## src/rtl/present_key_sched_pkg.sv

```systemverilog
// Shared constants for the PRESENT-80 key scheduler: widths, round count, FSM encodings, S-boxes.
// The optional decrypt path is built when PRESENT_DEC_EN is defined.
package present_pkg;

    localparam int KEY_W   = 80;
    localparam int RK_W    = 64;
    localparam int CNT_W   = 5;
    localparam int IDX_W   = 6;
    localparam int NROUNDS = 32;

    localparam logic [1:0] S_IDLE    = 2'd0;
    localparam logic [1:0] S_PRECOMP = 2'd1;
    localparam logic [1:0] S_SERVE   = 2'd2;

    localparam logic [3:0] SBOX [16] = '{
        4'hC, 4'h5, 4'h6, 4'hB, 4'h9, 4'h0, 4'hA, 4'hD,
        4'h3, 4'hE, 4'hF, 4'h8, 4'h4, 4'h7, 4'h1, 4'h2
    };

    localparam logic [3:0] INV_SBOX [16] = '{
        4'h5, 4'hE, 4'hF, 4'h8, 4'hC, 4'h1, 4'h2, 4'hD,
        4'hB, 4'h4, 4'h6, 4'h3, 4'h0, 4'h7, 4'h9, 4'hA
    };

endpackage

```

## src/rtl/present_key_step.sv

```systemverilog
// One PRESENT-80 key-register update (forward, or inverse when PRESENT_DEC_EN is defined).
// Purely combinational; the caller owns the key register and the round counter.
module present_key_step
    import present_pkg::*;
(
    input  logic [KEY_W-1:0] key_i,
    input  logic [CNT_W-1:0] cnt_i,
`ifdef PRESENT_DEC_EN
    input  logic             inv_i,
`endif
    output logic [KEY_W-1:0] key_o
);

    logic [KEY_W-1:0] rot_f;
    logic [KEY_W-1:0] fwd;

    // Rotate left 61, S-box the top nibble, fold the counter into bits 19:15.
    assign rot_f = {key_i[18:0], key_i[79:19]};
    assign fwd   = {SBOX[rot_f[79:76]], rot_f[75:20], rot_f[19:15] ^ cnt_i, rot_f[14:0]};

`ifdef PRESENT_DEC_EN
    logic [KEY_W-1:0] x_i;
    logic [KEY_W-1:0] s_i;
    logic [KEY_W-1:0] inv;

    // Undo the forward steps in reverse order; the final rotate right 61 equals rotate left 19.
    assign x_i = {key_i[79:20], key_i[19:15] ^ cnt_i, key_i[14:0]};
    assign s_i = {INV_SBOX[x_i[79:76]], x_i[75:0]};
    assign inv = {s_i[60:0], s_i[79:61]};

    assign key_o = inv_i ? inv : fwd;
`else
    assign key_o = fwd;
`endif

endmodule

```

## src/rtl/present_key_sched.sv

```systemverilog
// Sequential PRESENT-80 key scheduler: delivers K1..K32 one per valid/ready transfer.
// Define PRESENT_DEC_EN to add inDecrypt, which precomputes K32 and then serves K32..K1.
module present_key_sched
    import present_pkg::*;
(
    input  logic              inClk,
    input  logic              inRstN,
    input  logic              inStart,
    input  logic [KEY_W-1:0]  inKey,
`ifdef PRESENT_DEC_EN
    input  logic              inDecrypt,
`endif
    output logic [RK_W-1:0]   outRoundKey,
    output logic              outValid,
    input  logic              inReady,
    output logic [IDX_W-1:0]  outRoundIdx,
    output logic              outBusy,
    output logic              outDone
);

    logic [1:0]       state_q, state_d;
    logic [KEY_W-1:0] key_q, key_d;
    logic [CNT_W-1:0] cnt_q, cnt_d;
    logic [IDX_W-1:0] idx_q, idx_d;
    logic             done_q, done_d;
    logic [KEY_W-1:0] key_nxt;
    logic             last_xfer;

`ifdef PRESENT_DEC_EN
    logic dec_q, dec_d;
    logic step_inv;

    // PRECOMP always steps forward; only serving a decrypt run walks backwards.
    assign step_inv  = dec_q && (state_q == S_SERVE);
    assign last_xfer = dec_q ? (idx_q == 6'd1) : (idx_q == 6'(NROUNDS));
`else
    assign last_xfer = (idx_q == 6'(NROUNDS));
`endif

    present_key_step u_step (
        .key_i (key_q),
        .cnt_i (cnt_q),
`ifdef PRESENT_DEC_EN
        .inv_i (step_inv),
`endif
        .key_o (key_nxt)
    );

    always_comb begin
        state_d = state_q;
        key_d   = key_q;
        cnt_d   = cnt_q;
        idx_d   = idx_q;
        done_d  = 1'b0;
`ifdef PRESENT_DEC_EN
        dec_d   = dec_q;
`endif
        case (state_q)
            S_IDLE: begin
                if (inStart) begin
                    key_d   = inKey;
                    cnt_d   = 5'd1;
                    idx_d   = 6'd1;
                    state_d = S_SERVE;
`ifdef PRESENT_DEC_EN
                    dec_d   = inDecrypt;
                    if (inDecrypt) begin
                        idx_d   = 6'(NROUNDS);
                        state_d = S_PRECOMP;
                    end
`endif
                end
            end
`ifdef PRESENT_DEC_EN
            S_PRECOMP: begin
                // Counter parks at 31 so the first inverse step undoes the last forward one.
                key_d = key_nxt;
                if (cnt_q == 5'd31) begin
                    state_d = S_SERVE;
                end else begin
                    cnt_d = cnt_q + 5'd1;
                end
            end
`endif
            S_SERVE: begin
                if (inReady) begin
                    if (last_xfer) begin
                        state_d = S_IDLE;
                        done_d  = 1'b1;
                    end else begin
                        key_d = key_nxt;
`ifdef PRESENT_DEC_EN
                        if (dec_q) begin
                            cnt_d = cnt_q - 5'd1;
                            idx_d = idx_q - 6'd1;
                        end else begin
                            cnt_d = (cnt_q == 5'd31) ? cnt_q : cnt_q + 5'd1;
                            idx_d = idx_q + 6'd1;
                        end
`else
                        cnt_d = (cnt_q == 5'd31) ? cnt_q : cnt_q + 5'd1;
                        idx_d = idx_q + 6'd1;
`endif
                    end
                end
            end
            default: state_d = S_IDLE;
        endcase
    end

    always_ff @(posedge inClk) begin
        if (!inRstN) begin
            state_q <= S_IDLE;
            key_q   <= '0;
            cnt_q   <= '0;
            idx_q   <= '0;
            done_q  <= 1'b0;
`ifdef PRESENT_DEC_EN
            dec_q   <= 1'b0;
`endif
        end else begin
            state_q <= state_d;
            key_q   <= key_d;
            cnt_q   <= cnt_d;
            idx_q   <= idx_d;
            done_q  <= done_d;
`ifdef PRESENT_DEC_EN
            dec_q   <= dec_d;
`endif
        end
    end

    assign outRoundKey = key_q[79:16];
    assign outValid    = (state_q == S_SERVE);
    assign outRoundIdx = idx_q;
    assign outBusy     = (state_q != S_IDLE);
    assign outDone     = done_q;

endmodule

```

## config.mk

```make
export PLATFORM = sky130hd
export DESIGN_NAME = present_key_sched
export DESIGN_NICKNAME = d
export VERILOG_FILES = /design/src/rtl/present_key_sched_pkg.sv /design/src/rtl/present_key_step.sv /design/src/rtl/present_key_sched.sv
export SDC_FILE = /design/constraint.sdc
export NUM_CORES = 1
export LEC_CHECK = 0
export BUFFER_PORTS_ARGS = -buffer_cell sky130_fd_sc_hd__buf_2
export CORE_MARGIN = 2
export CORE_UTILIZATION = 35
export CTS_CLUSTER_DIAMETER = 80
export CTS_CLUSTER_SIZE = 28
export DETAILED_ROUTE_END_ITERATION = 8
export GPL_TIMING_DRIVEN = 0
export PLACE_DENSITY = 0.56
export SLEW_MARGIN = 20
export SYNTH_ARGS = -nofsm -noshare
export SYNTH_HDL_FRONTEND = slang
export SYNTH_SLANG_ARGS = --single-unit
```

## constraint.sdc

```tcl
create_clock -name inClk -period 4.3 [get_ports inClk]
set_input_delay 0.43 -clock inClk [delete_from_list [all_inputs] [get_ports inClk]]
set_output_delay 0.43 -clock inClk [all_outputs]
set_load 0.01 [all_outputs]
```

==> results of run 1 <==
## through the flow
| step | util, % | setup WS, ps | instances |
|---|---|---|---|
| final | 45.27 | 2339 | 889 |
| after floorplan | - | 2566 | 538 |
| after global placement | 43.08 | 2365 | 873 |
| after global routing | 45.25 | 2153 | 888 |
| after detailed placement | 43.08 | 2333 | 873 |
| after CTS | 45.25 | 2314 | 888 |
## sequential cells by signal, summed over array words and instances, names as in the netlist
signal	flops
state_q	1
cnt_q	5
key_q	80
outDone	1
outRoundIdx	6
## report_power, final
part	switching, uW	internal (uW)	total (uW)
combinational	269	265	534
clock	340	480	819
sequential	70.7	937	1010
## synth_stat cells, types with 2 or more instances
master | count | area share, %
nor2b_1 | 4 | 0.50
a31o_2 | 2 | 0.35
nor2_1 | 80 | 6.0
buf_2 | 16 | 1.6
nand2_1 | 18 | 1.4
and2_2 | 2 | 0.30
mux2i_1 | 73 | 15
buf_4 | 66 | 10
a21oi_1 | 10 | 1.0
inv_1 | 7 | 0.53
a211oi_1 | 78 | 12
buf_6 | 9 | 2.0
nand3_1 | 8 | 0.80
dfxtp_1 | 93 | 37
ha_1 | 9 | 2.3
o211ai_1 | 8 | 1.2
o22ai_1 | 2 | 0.25
o21ai_0 | 6 | 0.60
xor2_1 | 3 | 0.53
xnor2_1 | 8 | 1.4
clkbuf_1 | 13 | 0.98
and2_1 | 2 | 0.25
## kinds of logic (layout without fill, tap and decap cells)
kind of cell / count (synthesis) / in the layout / synth area share, %
AOI/OAI and AO/OA: 112 / 112 / 16.49
DFF: 93 / 93 / 37.40
buffers and inverters: 113 / 283 / 15.26
xor gates and xnor gates: 11 / 11 / 1.935
other: 0 / 1 / 0
muxes: 76 / 76 / 15.81
adders and majority gates: 9 / 9 / 2.262
and+or+nand+nor: 124 / 124 / 10.86
## per-layer routing
metal	wire length [um]	up-vias	track usage, %
met5	0	-	0
met4	195	0	6.392
met3	976	13	3.552
met2	6899	157	33.17
met1	7109	2031	27.85
li1	-	2178	-
## worst max-delay path, cell delays in order (launching register included)
cell	delay (ps)
dfxtp_1	420
inv_1	70
ha_1	200
nor2b_1	180
a21oi_4	370
buf_6	210
buf_2	260
a211oi_1	110
## worst paths after layout
path                                                   from                 endpoint  slack (ps)  cells past startpoint
worst min register to register       key_q[19]$_SDFFE_PN0P_   key_q[19]$_SDFFE_PN0P_         480                      2
worst max register to register  outRoundIdx[0]$_SDFFE_PN0P_   key_q[60]$_SDFFE_PN0P_        2340                      7
worst min-delay path                                inReady  state_q[1]$_SDFFE_PN0P_         380                      2
worst max-delay path            outRoundIdx[0]$_SDFFE_PN0P_   key_q[60]$_SDFFE_PN0P_        2340                      7
## layout make-up
cell class	instances	area share, %
Antenna cell	1	0.03982
Buffer	105	11.61
Clock buffer	12	4.082
Clock inverter	3	0.7168
Inverter	8	0.4779
Multi-Input combinational cell	332	37.51
Sequential cell	93	29.63
Tap cell	180	3.584
Timing Repair Buffer	155	12.35
==> out/summary.txt, run 1 <==
Post CTS Setup Buffer Count: 0
Leak: 0.002922 uW
Worst setup SP type: flop
Total power: 2362 uW
Post-synth EDFFs: 0
Most common cell after layout, fill and taps aside: buf_2
Hold WS: 384.8 ps
Hold Fails Final Rpt: 0
Worst hold path class: in2reg
# clock sinks: 93
Filler Cells Inserted: 1,381
Area of the multi-input gates: 2357 um2
Sum of net half-perimeters after detailed placement: 11,640 um
Clock Skew: 4.703 ps
Die area: 15,190 um2
Status: finished, final reports clean
Max Slew Vio Count: 0
Vias in the first global route: 4,247
DIE WIDTH: 123.3 um
Synth Cell Area: 4979 um2
CP Max Fanout: 10
Placed standard-cell area: 5979 um2
Largest net degree at the start of global routing: 15
Fin nets: 797
Synthesized net count: 631
Commonest cells after routing, fill and taps aside: 171 x buf_2, 93 x dfxtp_1, 80 x nor2_1
Post-CTS Hold Buffers: 0
Final min period: 1961 ps
FF+latch count, synth: 93
DR vias/cell: 4.926
Critical Path RT: 4510 ps
Post-layout instance area: 6284 um2
CP Class: reg2reg
YS warnings: 0
First drt pass iteration count: 6
Synthesized instance count: 538
VDD IR max: 0.1550 mV
Setup TNS Final: 0 ps
Critical path arrival: 2170 ps
TritonCTS buffer count: 9
Total GRT Usage: 20.51%
Starting DRT DRC Count: 240
Worst-margin pin slew: 770.7 ps
Layout cell share with drive strength beyond 1: 38.56%
Maxcap violations: 0
Port Buf Inserts: 155
CTS tree: built
Routed WL: 15,180 um
H-tree lvl count: 3
Post-DRT Antenna Nets: 0
Max frequency: 509.9 MHz
Initial cell density of the core: 35.87%
First-pass GRT wire length: 23,380 um
Clk slew on worst S/H paths: 60 ps
Endpoint class of the critical path: flop
Unrepaired setup endpoints after global routing: no
Final setup fails: 0
Async SR Flop Fraction: 0%
Sequential Area: 1862 um2
Num ports: 157
# rows: 43
Synth cell types: 43
Quantity of gates resized following cts: 0
Final period utilization: 45.61%
Global route overflow: 0
Latest clock arrival within the worst-skew pair: 350 ps
Die height: 123.3 um
Via count: 4,379
Core Region: 13,880 um2
CTS Buffer Depth: 2
Slew headroom: 47.90%
DRC violations left: 0
Routed length per instance: 17.08 um
Synthesized area per cell: 9.254 um2
Routability cong.: 0.8302
Initial antenna violation count: 1
Root buffer cell: clkbuf_16
PD cells: 375.8 nW/um2
Post-synth top flop: dfxtp_1
Seq/Total Area, Yosys: 37.40%
Area delta synth->final: 26.21%
Power figures use the tool's default switching activity.
==> run 2: changes to the inputs <==
PLACE_DENSITY = 0.59   (was 0.56)
clock period = 1.6 ns   (was 4.3 ns; I/O delays follow)
==> run 2 against run 1 <==
Effect of this change:
- the flow now finishes with violations (setup timing)
- via count up 2.4%
- sequential share of layout area shrank 1.8 points
- combinational power rose to 3.1 times the previous value
- sequential power rose to 2.7 times the previous value
- design area increased by 7.7%
- worst hold slack got worse by 290 ps
- non-clock buffer count grew 11
- critical path depth stayed put
- first-iteration DRC count down 15%
- routed wire length rose by 4.8%
- flip-flop and latch count stayed put
==> out/summary.txt, run 2 (synthesized netlist as in run 1, its figures left out) <==
Status: complete, but fails checks (was finished, final reports clean)
Failing checks: setup timing
Endpoint class of the critical path: flop (unchanged)
Post-DRT Antenna Nets: 0 (unchanged)
Buffers & Inverters on Critical Path: 0 (was 3)
Initial antenna violation count: 1 (unchanged)
Final min period: 1666 ps (was 1961 ps)
Total GRT Usage: 20.62% (was 20.51%)
Clock Skew: 6.778 ps (was 4.703 ps)
Clk slew on worst S/H paths: 70 ps (was 60 ps)
PD cells: 969.3 nW/um2 (was 375.8 nW/um2)
Fin nets: 808 (was 797)
Global route overflow: 0 (unchanged)
Core Region: 13,880 um2 (unchanged)
Largest net degree at the start of global routing: 17 (was 15)
Max frequency: 600.3 MHz (was 509.9 MHz)
Routed WL: 15,920 um (was 15,180 um)
Critical Path RT: 1810 ps (was 4510 ps)
Post-CTS Hold Buffers: 0 (unchanged)
Crit-path cells: ha_4 -> and3_4 -> ha_4 -> nand3b_1 -> a22oi_2 -> mux2i_1 -> a21oi_1 (was inv_1 -> ha_1 -> nor2b_1 -> a21oi_4 -> buf_6 -> buf_2 -> a211oi_1)
Most common cell after layout, fill and taps aside: buf_2 (unchanged)
Initial cell density of the core: 35.87% (unchanged)
Leak: 0.003072 uW (was 0.002922 uW)
First drt pass iteration count: 4 (was 6)
Critical path arrival: 1870 ps (was 2170 ps)
CTS tree: built (unchanged)
Final period utilization: 104.1% (was 45.61%)
Die height: 123.3 um (unchanged)
Top reg by flops: key_q (unchanged)
CP most frequent cell: ha_4
Layout cell share with drive strength beyond 1: 47.08% (was 38.56%)
VDD IR max: 0.6412 mV (was 0.1550 mV)
Flop pwr share: 41.2% (was 42.7%)
Clk network pwr share: 33.7% (was 34.7%)
Worst setup SP type: flop (unchanged)
Hold Fails Final Rpt: 0 (unchanged)
Crit-path slowest cell: dfxtp_4 (was dfxtp_1)
Max Slew Vio Count: 0 (unchanged)
Hold WS: 99.35 ps (was 384.8 ps)
Switching portion of total power: 29.70% (was 28.77%)
Unrepaired setup endpoints after global routing: yes (was no)
Latest clock arrival within the worst-skew pair: 350 ps (about the same)
Num ports: 157 (unchanged)
Starting DRT DRC Count: 203 (was 240)
Worst hold path class: in2reg (unchanged)
First-pass GRT wire length: 23,400 um (was 23,380 um)
CP top delay family: flip-flops (was buffers and inverters)
Placed insts: 873 (unchanged)
Routed length per instance: 17.66 um (was 17.08 um)
Critical path's largest stage delay: 360 ps (was 420 ps)
# clock sinks: 93 (unchanged)
Vias in the first global route: 4,381 (was 4,247)
DIE WIDTH: 123.3 um (unchanged)
Routability cong.: 0.8715 (was 0.8302)
Non-Filler Instances: 901 (was 889)
CP Max Fanout: 4 (was 10)
Net Switching: 1948 uW (was 679.5 uW)
Area delta synth->final: 35.94% (was 26.21%)
TritonCTS buffer count: 9 (unchanged)
Comb pwr share: 25.1% (was 22.6%)
Max FFs per register: 80 (unchanged)
CTS Buffer Depth: 2 (unchanged)
Commonest cells after routing, fill and taps aside: 155 x buf_2, 84 x dfxtp_1, 80 x nor2_1 (was 171 x buf_2, 93 x dfxtp_1, 80 x nor2_1)
Via count: 4,482 (was 4,379)
Slew headroom: 54.51% (was 47.90%)
# rows: 43 (unchanged)
Int Power: 4612 uW (was 1682 uW)
Die area: 15,190 um2 (unchanged)
Sum of net half-perimeters after detailed placement: 11,660 um (was 11,640 um)
H-tree lvl count: 3 (unchanged)
DR vias/cell: 4.974 (was 4.926)
Port Buf Inserts: 155 (unchanged)
Worst-margin pin slew: 682.4 ps (was 770.7 ps)
DRC violations left: 0 (unchanged)
CP Class: reg2reg (unchanged)
Root buffer cell: clkbuf_16 (unchanged)
Final setup fails: 4 (was 0)
Final worst slack: -65.71 ps (was 2339 ps)
Maxcap violations: 0 (unchanged)
[run 2: cell types whose count changed in the layout (fill, tap and decap cells not counted), moves of 9 or more]
cell	previous run	this run
a211oi_1	78	48
buf_4	66	77
a211oi_2	0	30
dfxtp_1	93	84
buf_6	9	18
buf_2	171	155
[run 2: through the flow]
| stage | power, uW | setup TNS [ps] | instance area, um2 | utilization, % | worst slack (ps) |
|---|---|---|---|---|---|
| after floorplan | 3687 | 0 | 5029 | - | 7.972 |
| after global routing | 6850 | -394.8 | 6765 | 48.74 | -124.1 |
| final | 6560 | -113.1 | 6768 | 48.76 | -65.71 |
| after CTS | 6502 | -894.2 | 6490 | 46.76 | -58.29 |
| after detailed placement | 4217 | -12100 | 6030 | 43.44 | -183.1 |
| after global placement | 4188 | -10470 | 6030 | 43.44 | -156.1 |
[run 2: worst min-delay path, cell delays in order]
cell and delay, ps:
buf_2 70, o211ai_1 70, o21ai_1 110
[run 2: final cells by class]
cell class,instances,area (um2)
Fill cell,1370,7113
Multi-Input combinational cell,332,2611
Sequential cell,93,1881
Timing Repair Buffer,166,870.8
Buffer,105,839.6
Clock buffer,10,239.0
Tap cell,180,225.2
Clock inverter,6,68.82
Inverter,8,30.03
Antenna cell,1,2.502
[run 2: power by group through the flow]
stage	combinational (uW)	sequential [uW]	clock, uW
3_3_place_gp	1440	2750	0
3_5_place_dp	1460	2760	0
5_1_grt	1780	2730	2340
4_1_cts	1520	2700	2280
2_1_floorplan	1000	2690	0
6_report	1640	2700	2210
[run 2: per-layer routing]
| metal | track usage, % | vias to the layer above | share of wire, % |
|---|---|---|---|
| li1 | - | 2197 | - |
| met1 | 26.49 | 2113 | 44 |
| met2 | 34.62 | 160 | 49 |
| met3 | 4.797 | 12 | 5.9 |
| met4 | 5.682 | 0 | 1.1 |
| met5 | 0 | - | 0 |
[run 2: path summary, 6_finish.rpt]
kind,slack (ps),end,cells past startpoint,startpoint
worst max-delay path,-70,cnt_q[3]$_SDFFE_PN0P_,7,cnt_q[0]$_SDFFE_PN0P_
worst min-delay path,100,key_q[78]$_SDFFE_PN0P_,3,inKey[78]
worst max register to register,-70,cnt_q[3]$_SDFFE_PN0P_,7,cnt_q[0]$_SDFFE_PN0P_
worst min register to register,490,key_q[19]$_SDFFE_PN0P_,2,key_q[19]$_SDFFE_PN0P_
[run 2: repair_timing]
item,CTS,global route
setup endpoints to repair,87,88
pin swaps,7,23
buffers inserted,9,2
resized for setup,20,62
==> run 3: changes to the inputs <==
CELL_PAD_IN_SITES_DETAIL_PLACEMENT = 0   (was not set)
CELL_PAD_IN_SITES_GLOBAL_PLACEMENT = 1   (was not set)
CTS_BUF_LIST = sky130_fd_sc_hd__clkbuf_8   (was not set)
PLACE_DENSITY = 0.76   (was 0.59)
==> run 3 against run 2 <==
Effect of this change:
- the flow still finishes with violations (setup timing)
- final cell count is 1.1% higher
- critical path type unchanged
- non-clock buffer count is 8 higher
- power is 5.2% lower
- setup slack worse by 2.4 ps
- critical path depth stayed put
- register-to-register slack hardly changed
- sequential power is 2% higher
- design area is 7.9% higher
==> out/summary.txt, run 3 (synthesized netlist as in run 1, its figures left out) <==
Unrepaired setup endpoints after global routing: yes (unchanged)
Area of the multi-input gates: 2990 um2 (was 2611 um2)
Clock Skew: 13.61 ps (was 6.778 ps)
Sequential Area: 1883 um2 (was 1881 um2)
Commonest cells after routing, fill and taps aside: 155 x buf_2, 84 x dfxtp_1, 80 x buf_4 (was 155 x buf_2, 84 x dfxtp_1, 80 x nor2_1)
Leak: 0.003194 uW (was 0.003072 uW)
PD cells: 852.1 nW/um2 (was 969.3 nW/um2)
Worst setup SP type: flop (unchanged)
Post-DRT Antenna Nets: 0 (unchanged)
Worst hold path class: in2reg (unchanged)
Vias in the first global route: 4,394 (was 4,381)
Fin nets: 816 (was 808)
Final worst slack: -68.08 ps (was -65.71 ps)
CTS tree: built (unchanged)
Failing checks: setup timing (unchanged)
Fin util: 52.59% (was 48.76%)
Most common cell after layout, fill and taps aside: buf_2 (unchanged)
Hold Fails Final Rpt: 0 (unchanged)
Non-Filler Instances: 911 (was 901)
Layout cell share with drive strength beyond 1: 60.71% (was 47.08%)
Filler Cells Inserted: 1,306 (was 1,370)
First drt pass iteration count: 4 (unchanged)
First-pass GRT wire length: 23,410 um (was 23,400 um)
Routability cong.: 0.8532 (was 0.8715)
Routed WL: 16,870 um (was 15,920 um)
Clk slew on worst S/H paths: 90 ps (was 70 ps)
Sum of net half-perimeters after detailed placement: 11,750 um (was 11,660 um)
Total power: 6220 uW (was 6560 uW)
Maxcap violations: 0 (unchanged)
Routed length per instance: 18.52 um (was 17.66 um)
Port Buf Inserts: 155 (unchanged)
Core Region: 13,880 um2 (unchanged)
Final setup fails: 10 (was 4)
Global route overflow: 0 (unchanged)
# clock sinks: 93 (unchanged)
Worst-margin pin slew: 788.2 ps (was 682.4 ps)
H-tree lvl count: 3 (unchanged)
Starting DRT DRC Count: 231 (was 203)
R2r startpoint: cnt_q[0]$_SDFFE_PN0P_ (unchanged)
Hold Startpoint: inReady (was inKey[78])
# rows: 43 (unchanged)
VDD IR max: 0.3552 mV (was 0.6412 mV)
Critical Path RT: 1840 ps (was 1810 ps)
Top reg by flops: key_q (unchanged)
Area delta synth->final: 46.62% (was 35.94%)
CP Max Fanout: 3 (was 4)
Die area: 15,190 um2 (unchanged)
Setup TNS Final: -141.5 ps (was -113.1 ps)
Critical path arrival: 1910 ps (was 1870 ps)
Initial cell density of the core: 35.87% (unchanged)
Total GRT Usage: 20.48% (was 20.62%)
Via count: 4,560 (was 4,482)
Initial antenna violation count: 3 (was 1)
Status: complete, but fails checks (unchanged)
Slew headroom: 47.45% (was 54.51%)
Num ports: 157 (unchanged)
Final min period: 1668 ps (was 1666 ps)
DRC violations left: 0 (unchanged)
TritonCTS buffer count: 9 (unchanged)
DR vias/cell: 5.005 (was 4.974)
Final period utilization: 104.3% (was 104.1%)
Max FFs per register: 80 (unchanged)
Endpoint class of the critical path: flop (unchanged)
Max Slew Vio Count: 0 (unchanged)
Pre-CTS setup slack: -209.5 ps (was -183.1 ps)
Latest clock arrival within the worst-skew pair: 380 ps (was 350 ps)
Die height: 123.3 um (unchanged)
Post-CTS Hold Buffers: 0 (unchanged)
CTS Buffer Depth: 2 (unchanged)
Largest net degree at the start of global routing: 16 (was 17)
Max frequency: 599.5 MHz (was 600.3 MHz)
CP Class: reg2reg (unchanged)
Root buffer cell: clkbuf_8 (was clkbuf_16)
DIE WIDTH: 123.3 um (unchanged)
Placed insts: 873 (unchanged)
Critical Path Start: cnt_q[0]$_SDFFE_PN0P_ (unchanged)
==> run 3: layer usage <==
metal / vias up / part of all wire (%) / GRT usage (%)
li1: 2225 / - / -
met1: 2149 / 43 / 26.61
met2: 171 / 48 / 34.13
met3: 13 / 7.5 / 3.967
met4: 2 / 0.89 / 6.605
met5: - / 0.059 / 0
==> run 3: through the flow <==
stage | cell area (um2) | hold WS [ps]
2_1_floorplan | 5029 | 250.3
3_3_place_gp | 6030 | 467.9
3_5_place_dp | 6030 | 473.3
4_1_cts | 6372 | 79.31
5_1_grt | 7292 | 92.92
6_report | 7300 | 85.19
==> run 3: cell type report <==
class | instances | area share, %
clock inverters | 5 | 0.4799
plain buffers | 103 | 11.74
well taps | 180 | 3.085
flip-flops and latches | 93 | 25.80
diodes | 3 | 0.1028
multi-input cells | 332 | 40.97
inverters | 8 | 0.4114
repair buffers | 176 | 15.34
clock buffers | 11 | 2.074
==> run 3: worst paths after layout <==
check / cells after the start / slack [ps] / to
hold / removal: 2 / 90 / state_q[1]$_SDFFE_PN0P_
setup reg to reg: 7 / -70 / cnt_q[3]$_SDFFE_PN0P_
setup / recovery: 7 / -70 / cnt_q[3]$_SDFFE_PN0P_
hold reg to reg: 2 / 490 / key_q[19]$_SDFFE_PN0P_
==> run 3: timing repair <==
action | CTS | global route
cloned | 0 | 9
buffers inserted | 8 | 4
endpoints found under the setup margin | 86 | 83
gates resized for setup | 25 | 175
pin swaps | 8 | 66
==> run 3: critical path: stages, from the launching register on <==
cell      delay (ps)
dfxtp_4          360
ha_4             150
and3_4           180
ha_4             160
nand3b_1         190
a22oi_2          200
mux2i_1          210
a21oi_1           70
==> run 3: power breakdown <==
part	internal, uW	switching (uW)
logic	999	929
clock network	650	893
registers	2520	231
total	4170	2050
